File: config.mk
export PLATFORM = sky130hd
export DESIGN_NAME = fetch_ctrl_flat
export DESIGN_NICKNAME = d
export VERILOG_FILES = /design/src/rtl/fetch_ctrl_if.sv /design/src/rtl/fetch_ctrl.sv /design/src/flat_wrapper.sv
export SDC_FILE = /design/constraint.sdc
export NUM_CORES = 1
export LEC_CHECK = 0
export CORE_AREA = 2 2 137 126
export DETAILED_ROUTE_END_ITERATION = 10
export DIE_AREA = 0 0 139 128
export HOLD_SLACK_MARGIN = 0.08
export PLACE_DENSITY = 0.77
export SLEW_MARGIN = 20
export SYNTH_ARGS = -nofsm -noshare
export SYNTH_HDL_FRONTEND = slang
export SYNTH_SLANG_ARGS = --single-unit
File: constraint.sdc
create_clock -name clk -period 3.3 [get_ports clk]
set_input_delay 0.495 -clock clk [delete_from_list [all_inputs] [get_ports clk]]
set_output_delay 0.495 -clock clk [all_outputs]
set_load 0.1 [all_outputs]
File: src/rtl/fetch_ctrl_if.sv
// Fetch-sequencer bus: ROM address/data, branch redirect and decode handshake.
// The master side is the fetch sequencer; the slave side is ROM, branch unit and decode.
interface fetch_ctrl_if #(
  parameter int unsigned ADDR_W = 32
) ();
  logic [ADDR_W-1:0] rom_addr;
  logic [31:0]       rom_data;
  logic              br_valid;
  logic [ADDR_W-1:0] br_target;
  logic              if_valid;
  logic              if_ready;
  logic [31:0]       if_inst;
  logic [ADDR_W-1:0] if_pc;
  logic              halted;

  modport master (
    output rom_addr,
    input  rom_data,
    input  br_valid,
    input  br_target,
    output if_valid,
    input  if_ready,
    output if_inst,
    output if_pc,
    output halted
  );

  modport slave (
    input  rom_addr,
    output rom_data,
    output br_valid,
    output br_target,
    input  if_valid,
    output if_ready,
    input  if_inst,
    input  if_pc,
    input  halted
  );
endinterface

File: src/rtl/fetch_ctrl.sv
// Instruction-fetch sequencer: issues PCs to a registered ROM, queues words for decode.
// Optional FETCH_PERF_EN adds saturating fetched/flushed performance counters.
module fetch_ctrl #(
  parameter int unsigned       ADDR_W    = 32,
  parameter logic [ADDR_W-1:0] RESET_PC  = '0,
  parameter int unsigned       ROM_DEPTH = 7,
  parameter int unsigned       QDEPTH    = 2
) (
  input  logic         clk,
  input  logic         rst,
  fetch_ctrl_if.master bus
`ifdef FETCH_PERF_EN
  ,
  output logic [15:0]  perf_fetched,
  output logic [15:0]  perf_flushed
`endif
);

  localparam int unsigned PtrW = (QDEPTH > 1) ? $clog2(QDEPTH) : 1;
  localparam int unsigned CntW = $clog2(QDEPTH + 1);

  logic [ADDR_W-1:0] fetch_pc_q, fetch_pc_d;
  logic              inflight_q, inflight_d;
  logic [ADDR_W-1:0] inflight_pc_q, inflight_pc_d;
  logic              kill_q, kill_d;
  logic [CntW-1:0]   count_q, count_d;
  logic [PtrW-1:0]   rd_ptr_q, rd_ptr_d;
  logic [PtrW-1:0]   wr_ptr_q, wr_ptr_d;
  logic [31:0]       mem_inst_q [QDEPTH];
  logic [ADDR_W-1:0] mem_pc_q   [QDEPTH];

  logic              has_head;
  logic              pop;
  logic              capture;
  logic              issue;
  logic              in_range;
  logic [ADDR_W-1:0] word_idx;
  logic [CntW:0]     occupancy;
  logic              unused_tgt;

  assign unused_tgt = ^bus.br_target[1:0];

  function automatic logic [PtrW-1:0] ptr_inc(input logic [PtrW-1:0] p);
    return (p == PtrW'(QDEPTH - 1)) ? '0 : p + PtrW'(1);
  endfunction

  assign word_idx = fetch_pc_q >> 2;
  assign in_range = (ADDR_W + 32)'(word_idx) < (ADDR_W + 32)'(ROM_DEPTH);
  assign has_head = (count_q != '0);

  assign bus.rom_addr = fetch_pc_q;
  assign bus.if_valid = has_head & ~bus.br_valid;
  assign bus.if_inst  = has_head ? mem_inst_q[rd_ptr_q] : '0;
  assign bus.if_pc    = has_head ? mem_pc_q[rd_ptr_q] : '0;
  assign bus.halted   = ~in_range & ~has_head & ~inflight_q;

  assign pop = bus.if_valid & bus.if_ready;

  // Slots already committed after this edge: queued + in flight, minus the word leaving.
  assign occupancy = {1'b0, count_q} + (CntW + 1)'(inflight_q) - (CntW + 1)'(pop);
  assign issue     = in_range & ~bus.br_valid & (occupancy < (CntW + 1)'(QDEPTH));

  always_comb begin
    fetch_pc_d    = fetch_pc_q;
    inflight_d    = 1'b0;
    inflight_pc_d = inflight_pc_q;
    kill_d        = 1'b0;
    count_d       = count_q;
    rd_ptr_d      = rd_ptr_q;
    wr_ptr_d      = wr_ptr_q;
    capture       = 1'b0;
    if (bus.br_valid) begin
      count_d    = '0;
      rd_ptr_d   = '0;
      wr_ptr_d   = '0;
      kill_d     = inflight_q;
      fetch_pc_d = {bus.br_target[ADDR_W-1:2], 2'b00};
    end else begin
      capture = inflight_q & ~kill_q;
      if (issue) begin
        inflight_d    = 1'b1;
        inflight_pc_d = fetch_pc_q;
        fetch_pc_d    = fetch_pc_q + ADDR_W'(4);
      end
      if (capture) wr_ptr_d = ptr_inc(wr_ptr_q);
      if (pop)     rd_ptr_d = ptr_inc(rd_ptr_q);
      count_d = count_q + CntW'(capture) - CntW'(pop);
    end
  end

  always_ff @(posedge clk or negedge rst) begin
    if (!rst) begin
      fetch_pc_q    <= RESET_PC;
      inflight_q    <= 1'b0;
      inflight_pc_q <= '0;
      kill_q        <= 1'b0;
      count_q       <= '0;
      rd_ptr_q      <= '0;
      wr_ptr_q      <= '0;
    end else begin
      fetch_pc_q    <= fetch_pc_d;
      inflight_q    <= inflight_d;
      inflight_pc_q <= inflight_pc_d;
      kill_q        <= kill_d;
      count_q       <= count_d;
      rd_ptr_q      <= rd_ptr_d;
      wr_ptr_q      <= wr_ptr_d;
    end
  end

  always_ff @(posedge clk or negedge rst) begin
    if (!rst) begin
      for (int i = 0; i < int'(QDEPTH); i++) begin
        mem_inst_q[i] <= '0;
        mem_pc_q[i]   <= '0;
      end
    end else if (capture) begin
      mem_inst_q[wr_ptr_q] <= bus.rom_data;
      mem_pc_q[wr_ptr_q]   <= inflight_pc_q;
    end
  end

`ifdef FETCH_PERF_EN
  logic [16:0] fetched_sum;
  logic [16:0] flushed_sum;

  assign fetched_sum = {1'b0, perf_fetched} + 17'(pop);
  assign flushed_sum = {1'b0, perf_flushed} + 17'(count_q) + 17'(inflight_q & ~kill_q);

  always_ff @(posedge clk or negedge rst) begin
    if (!rst) begin
      perf_fetched <= '0;
      perf_flushed <= '0;
    end else begin
      perf_fetched <= fetched_sum[16] ? 16'hFFFF : fetched_sum[15:0];
      if (bus.br_valid) perf_flushed <= flushed_sum[16] ? 16'hFFFF : flushed_sum[15:0];
    end
  end
`endif

endmodule

File: src/flat_wrapper.sv
// flat-port wrapper written by rule: the top's interface ports become plain ports
module fetch_ctrl_flat 
#(
  parameter int unsigned       ADDR_W    = 32,
  parameter logic [ADDR_W-1:0] RESET_PC  = '0,
  parameter int unsigned       ROM_DEPTH = 7,
  parameter int unsigned       QDEPTH    = 2
)
  (clk, rst, bus_rom_addr, bus_rom_data, bus_br_valid, bus_br_target, bus_if_valid, bus_if_ready, bus_if_inst, bus_if_pc, bus_halted);
  fetch_ctrl_if #(.ADDR_W(ADDR_W)) bus_i ();
  input  logic clk;
  input  logic rst;
  output wire logic [$bits(bus_i.rom_addr)-1:0] bus_rom_addr;
  input wire logic [$bits(bus_i.rom_data)-1:0] bus_rom_data;
  input wire logic [$bits(bus_i.br_valid)-1:0] bus_br_valid;
  input wire logic [$bits(bus_i.br_target)-1:0] bus_br_target;
  output wire logic [$bits(bus_i.if_valid)-1:0] bus_if_valid;
  input wire logic [$bits(bus_i.if_ready)-1:0] bus_if_ready;
  output wire logic [$bits(bus_i.if_inst)-1:0] bus_if_inst;
  output wire logic [$bits(bus_i.if_pc)-1:0] bus_if_pc;
  output wire logic [$bits(bus_i.halted)-1:0] bus_halted;
  assign bus_rom_addr = bus_i.rom_addr;
  assign bus_i.rom_data = bus_rom_data;
  assign bus_i.br_valid = bus_br_valid;
  assign bus_i.br_target = bus_br_target;
  assign bus_if_valid = bus_i.if_valid;
  assign bus_i.if_ready = bus_if_ready;
  assign bus_if_inst = bus_i.if_inst;
  assign bus_if_pc = bus_i.if_pc;
  assign bus_halted = bus_i.halted;
  fetch_ctrl #(.ADDR_W(ADDR_W), .RESET_PC(RESET_PC), .ROM_DEPTH(ROM_DEPTH), .QDEPTH(QDEPTH)) u_core (.clk(clk), .rst(rst), .bus(bus_i));
endmodule
======== Word-level counts from Yosys, hierarchy flattened ========
Index checks and enable logic that the tools add are counted.
operators by class
  reduce and logical (&&, ||, !) cells .... 6
  bitwise operators ....................... 14
  shift-type cells ........................ 0
  add/sub/neg operators ................... 7
  divide/modulo/power cells ............... 0
  multiplexer cells ....................... 25
  multipliers ............................. 0
  $lt $le $gt $ge ......................... 5
  eq/ne operators ......................... 0
operator list
  cell                                                          number
  two-way mux 32 bit                                            11
  bitwise mux 64 bit                                            2
  adder 32 x 3 -> 32 bit (second input constant)                1
  demux 32 bit (select 1 bit)                                   1
  less-than comparator 30 x 3 -> 1 bit (second input constant)  1
  two-way mux 1 bit                                             10
  nonzero test 2 bit                                            4
  AND 1 bit                                                     7
  inverter 1 bit                                                5
  >= comparator 2 bit (second input constant)                   2
  inverter 1 -> 2 bit                                           2
  adder 2 x 1 -> 3 bit                                          1
  less-than comparator 3 x 2 -> 1 bit (second input constant)   1
  subtractor 3 x 1 -> 3 bit                                     1
  adder 1 bit (second input constant)                           2
  adder 2 x 1 -> 2 bit                                          1
  less-than comparator 2 x 1 -> 1 bit (second input constant)   1
  two-way mux 2 bit                                             1
  AND reduction 2 bit                                           1
  subtractor 2 x 1 -> 2 bit                                     1
  logical AND 1 bit                                             1
storage, ports and cells
  memories kept ........................... 0
  output and inout port bits .............. 98
  flip-flop bits (word level) ............. 198
  ROM bits ................................ 0
  word-level logic and storage cells ...... 68
  latch bits .............................. 0
  bits in writable memories ............... 0
  input port bits ......................... 68

======== Depth between registers and ports, before layout ========
  depth in word-level cells ............... 8
  mapped depth ............................ 10
  gate-level depth less buffers ........... 9

======== Least setup slack after synthesis ========
No wires, ideal clock.
  path kind ............................... register to output
  start ................................... reg u_core.fetch_pc_q[2], in the netlist u_core.bus.rom_addr[2]
  end ..................................... out bus_halted
  arrival ................................. 4.453 ns
  cell stages (with the launch flop) ...... 6
  path slack .............................. -1.648 ns
  path buffers ............................ 0
  data required time ...................... 2.805 ns
  cells stage by stage .................... dfrtp_1 -> ha_1 -> nand2_1 -> nand4_1 -> nor2_1 -> nor4_1
on the way
  longest elaborated chain between the ends .. 4
RTL lines
  item                                  RTL line            source
  from (decl)                           fetch_ctrl.sv:22    logic [ADDR_W-1:0] fetch_pc_q, fetch_pc_d;
  from (signal assigned)                fetch_ctrl.sv:101   fetch_pc_q <= fetch_pc_d;
  less-than comparator 30 x 3 -> 1 bit  fetch_ctrl.sv:48    assign in_range = (ADDR_W + 32)'(word_idx) < (ADDR_W + 32)'(ROM_DEPTH);
  inverter 1 bit                        fetch_ctrl.sv:55    assign bus.halted = ~in_range & ~has_head & ~inflight_q;
  AND 1 bit (2 in series)               fetch_ctrl.sv:55
  to (decl)                             flat_wrapper.sv:21  output wire logic [$bits(bus_i.halted)-1:0] bus_halted;
No other way between the ends.

======== Worst setup path after layout ========
  start ................................... reg u_core.count_q[1]
  end ..................................... reg u_core.inflight_pc_q[11]
on the way
  longest elaborated chain between the ends .. 7
  elaborated cells between the ends (all ways) .. 8
  classes of those cells .................. add/sub (2); order compare (1); bitwise (3); reduce/logical (2)
RTL lines
  item                                    RTL line           source
  from (decl)                             fetch_ctrl.sv:26   logic [CntW-1:0] count_q, count_d;
  from (signal assigned)                  fetch_ctrl.sv:105  count_q <= count_d;
  nonzero test 2 bit                      fetch_ctrl.sv:49   assign has_head = (count_q != '0);
  AND 1 bit                               fetch_ctrl.sv:52   assign bus.if_valid = has_head & ~bus.br_valid;
  AND 1 bit                               fetch_ctrl.sv:57   assign pop = bus.if_valid & bus.if_ready;
  subtractor 3 x 1 -> 3 bit *             fetch_ctrl.sv:60   assign occupancy = {1'b0, count_q} + (CntW + 1)'(inflight_q) - (CntW + 1)'(pop);
  less-than comparator 3 x 2 -> 1 bit *   fetch_ctrl.sv:61   assign issue = in_range & ~bus.br_valid & (occupancy < (CntW + 1)'(QDEPTH));
  AND 1 bit *                             fetch_ctrl.sv:61
  AND reduction 2 bit (no source line) *  -
  to (signal assigned)                    fetch_ctrl.sv:103  inflight_pc_q <= inflight_pc_d;
  to (decl)                               fetch_ctrl.sv:24   logic [ADDR_W-1:0] inflight_pc_q, inflight_pc_d;
Every way passes the cells marked *; elsewhere a longest branch is shown, timed or not.
A chain may end at the register's enable or synchronous reset.

==> run metrics <==
critical path class flop to flop; H-tree levels 4; post-route ant nets 0; HPWL after DPL 11160 um; Yosys Warn Count 0; mux cell area share after synthesis 29.32%; adder-cell area share of the yosys netlist 0.7133%; Design Power 0.005095 W; Max Cap Violations 0; Clock Power Share 40.8%; worst slew pin tran 0.9972 ns; Final Critical Period 2.964 ns; Slew Viols, Final 0; PostCTS Resize Cnt 0; CP max FO 15; Post-Layout Inst Area 10380 sq um; Ports 166; post-synthesis compound-gate area fraction 0.5892%; Die Span Y 128 um; Int Power 0.003785 W; Post-Synthesis Cells 588; register area share after synthesis 58.92%; CTS Buf Count 17; R2R Setup Slk 0.34 ns; largest family of logic cells by synthesized area multiplexers; largest net degree at the start of global routing 80; n_diodes 0; Critical Path Source u_core.count_q[1]; total grt overflow 0; power share of the sequential group 47.7%; Max Root-Sink Buffers 2; FF-to-FF Start u_core.count_q[1]; worst path required time 3.60 ns; initial antenna violation count 0; #FFs+latches synth 190; FP Rows 45; IO buf count 159; Placed Instance Area 9771 sq um; P_leak 4.765 nW; DRT Pass-1 Iters 4; arrival time at the worst endpoint 3.26 ns; Final GP Congestion 0.7858; Mean Syn Cell Area 13.72 sq um; XOR/XNOR Fraction of Synth Area 0.5427%; Post-Synth Simple-Gate Area 7.412%; via count 5018; CP endpoint kind flop; RSZ-0062 raised after global routing no; largest vdd supply drop 0.4167 mV; Final Setup Violations 0; post-route setup TNS 0 ns; routed len/inst 17.01 um; max_slew headroom 33.31%; DRC 0; DRT iter0 DRCs 144; Post-CTS Setup Bufs 0; die footprint 17790 sq um; CTS tree yes; first-pass GRT wire length 27470 um; CTS Sinks 190; Fmax achieved 337.4 MHz; core area 16440 sq um; Vias/cell 5.179; number of global-route vias before repair 5458; CTS Hold Bufs 0; Netlist cell types 32; Netlist Area Pre-Place 8069 sq um; Switching Share 25.71%; root buf cell clkbuf_16; Cell Pwr Density 491.1 nW/um^2; share of cells above drive strength 1 35.88%; crit start category flop; DRT Wirelength 16490 um; Worst Hold Class input pin to asynchronous set/reset pin; # nets final 817; final worst path period share 89.81%; status finished, final reports clean; Logic pwr share 11.5%; Psw 0.001310 W; die width 139 um; clk_lat worst skew 0.43 ns; Global Route Usage Sum 19.25%; area grow syn2layout 28.59%; clock slew at reported path FFs 0.07 ns; skew final 0.01379 ns; Initial Utilization 49.08%; Final Hold Viols 0
[flip-flops by register name, summed over array words and instances, names as in the netlist]
name / flops
u_core.inflight_q: 1
u_core.kill_q: 1
u_core.mem_inst_q: 64
u_core.count_q: 2
u_core.bus.rom_addr: 30
u_core.wr_ptr_q: 1
u_core.inflight_pc_q: 30
u_core.mem_pc_q: 60
u_core.rd_ptr_q: 1
[power by group through the flow]
stage	clock network, W	registers (W)	logic, W
floorplan	0	0.00273	0.000100
global placement	0	0.00247	0.000582
detailed placement	0	0.00247	0.000593
CTS	0.00212	0.00243	0.000595
global route	0.00223	0.00243	0.000615
finish	0.00208	0.00243	0.000588
[routing by layer]
metal,track usage [%],vias up,wire length (um)
met3,4.146,19,501
met5,0,-,0
met1,23.58,2571,7083
met2,34.69,90,8688
li1,-,2338,-
met4,5.466,0,212
[area by class of cell]
| cell class | count | area [sq um] |
|---|---|---|
| Clock buffer | 19 | 442.9 |
| Inverter | 3 | 11.26 |
| Tap cell | 211 | 264.0 |
| Timing Repair Buffer | 173 | 1580 |
| Clock inverter | 13 | 162.7 |
| Fill cell | 1236 | 6065 |
| Sequential cell | 190 | 4758 |
| Multi-Input combinational cell | 360 | 3157 |
[through the flow]
stage               cells  util (%)  setup slack, ns  hold slack (ns)
floorplan             591         -           0.1607           0.1994
global placement      937     59.43           0.1175           0.4870
detailed placement    937     59.43          0.05667           0.4946
CTS                   969     63.11           0.3327           0.1226
global route          969     63.11          0.08818           0.1612
finish                969     63.11           0.3361           0.1005
[placed cells by master, fill, tap and decap left out, types with 2 or more instances in the layout]
master           count
buf_12               4
buf_4               77
bufinv_16            3
clkbuf_16           17
clkdlybuf4s50_1     91
clkinv_2             3
clkinv_4             2
clkinvlp_4           3
conb_1               4
dfrtp_1            189
ha_1                 3
inv_1                3
inv_6                2
mux2_1               2
mux2_2             153
mux2i_1             62
nand2_1              2
nand3_1              2
nand4_1              2
nor2_1              71
nor2b_1             30
nor3_1               2
nor4_1               6
nor4_4               2
o21ai_0              2
o31ai_1              2
or4_1                2
xnor2_1              3
xor2_1               2
[Yosys cell counts (all sizes together)]
| cell | instances | area (sq um) |
|---|---|---|
| o21a | 1 | 7.510 |
| nand3 | 2 | 10.01 |
| a31oi | 1 | 6.260 |
| or4 | 2 | 15.01 |
| nand4 | 2 | 12.51 |
| buf | 30 | 156.4 |
| nor2b | 30 | 187.7 |
| conb | 1 | 3.750 |
| o31ai | 2 | 15.01 |
| inv | 3 | 11.26 |
| nand2 | 2 | 7.510 |
| fa | 1 | 20.02 |
| xor2 | 2 | 17.52 |
| clkbuf | 8 | 30.03 |
| and3 | 1 | 6.260 |
| xnor2 | 3 | 26.28 |
| mux2i | 62 | 620.6 |
| nor3b | 1 | 7.510 |
| o21ai | 2 | 10.01 |
| nor4 | 8 | 65.06 |
| nor3 | 2 | 10.01 |
| dfrtp | 190 | 4755 |
| ha | 3 | 37.54 |
| a2bb2oi | 1 | 8.760 |
| mux2 | 155 | 1745 |
| and2 | 1 | 6.260 |
| nor2 | 72 | 270.3 |
[kinds of logic (layout without fill, tap and decap cells)]
logic type	Yosys count	after routing
mux	217	217
flops	190	190
simple gates	123	123
buf+inv	41	208
compound gates	7	7
xor+xnor	5	5
fa+ha+maj	4	4
other cells	1	4
[critical path: stages (launching register included)]
cell and delay, ns:
dfrtp_1 0.57, o21ai_0 0.24, nor3_1 0.30, o21ai_0 0.19, fa_1 0.41, xnor2_1 0.20, nand2_1 0.15, nor4_4 0.37
buf_4 0.31, nor2b_1 0.09
[worst paths after layout]
check                      cells past startpoint                       end
setup / recovery                               9  u_core.inflight_pc_q[11]
hold / removal                                 1     u_core.mem_inst_q[22]
setup reg to reg                               9  u_core.inflight_pc_q[11]
hold reg to reg                                1     u_core.mem_inst_q[33]
max in group asynchronous                      2       u_core.mem_pc_q[59]
min in group clk                               1     u_core.mem_inst_q[33]
Power figures use the tool's default switching activity.
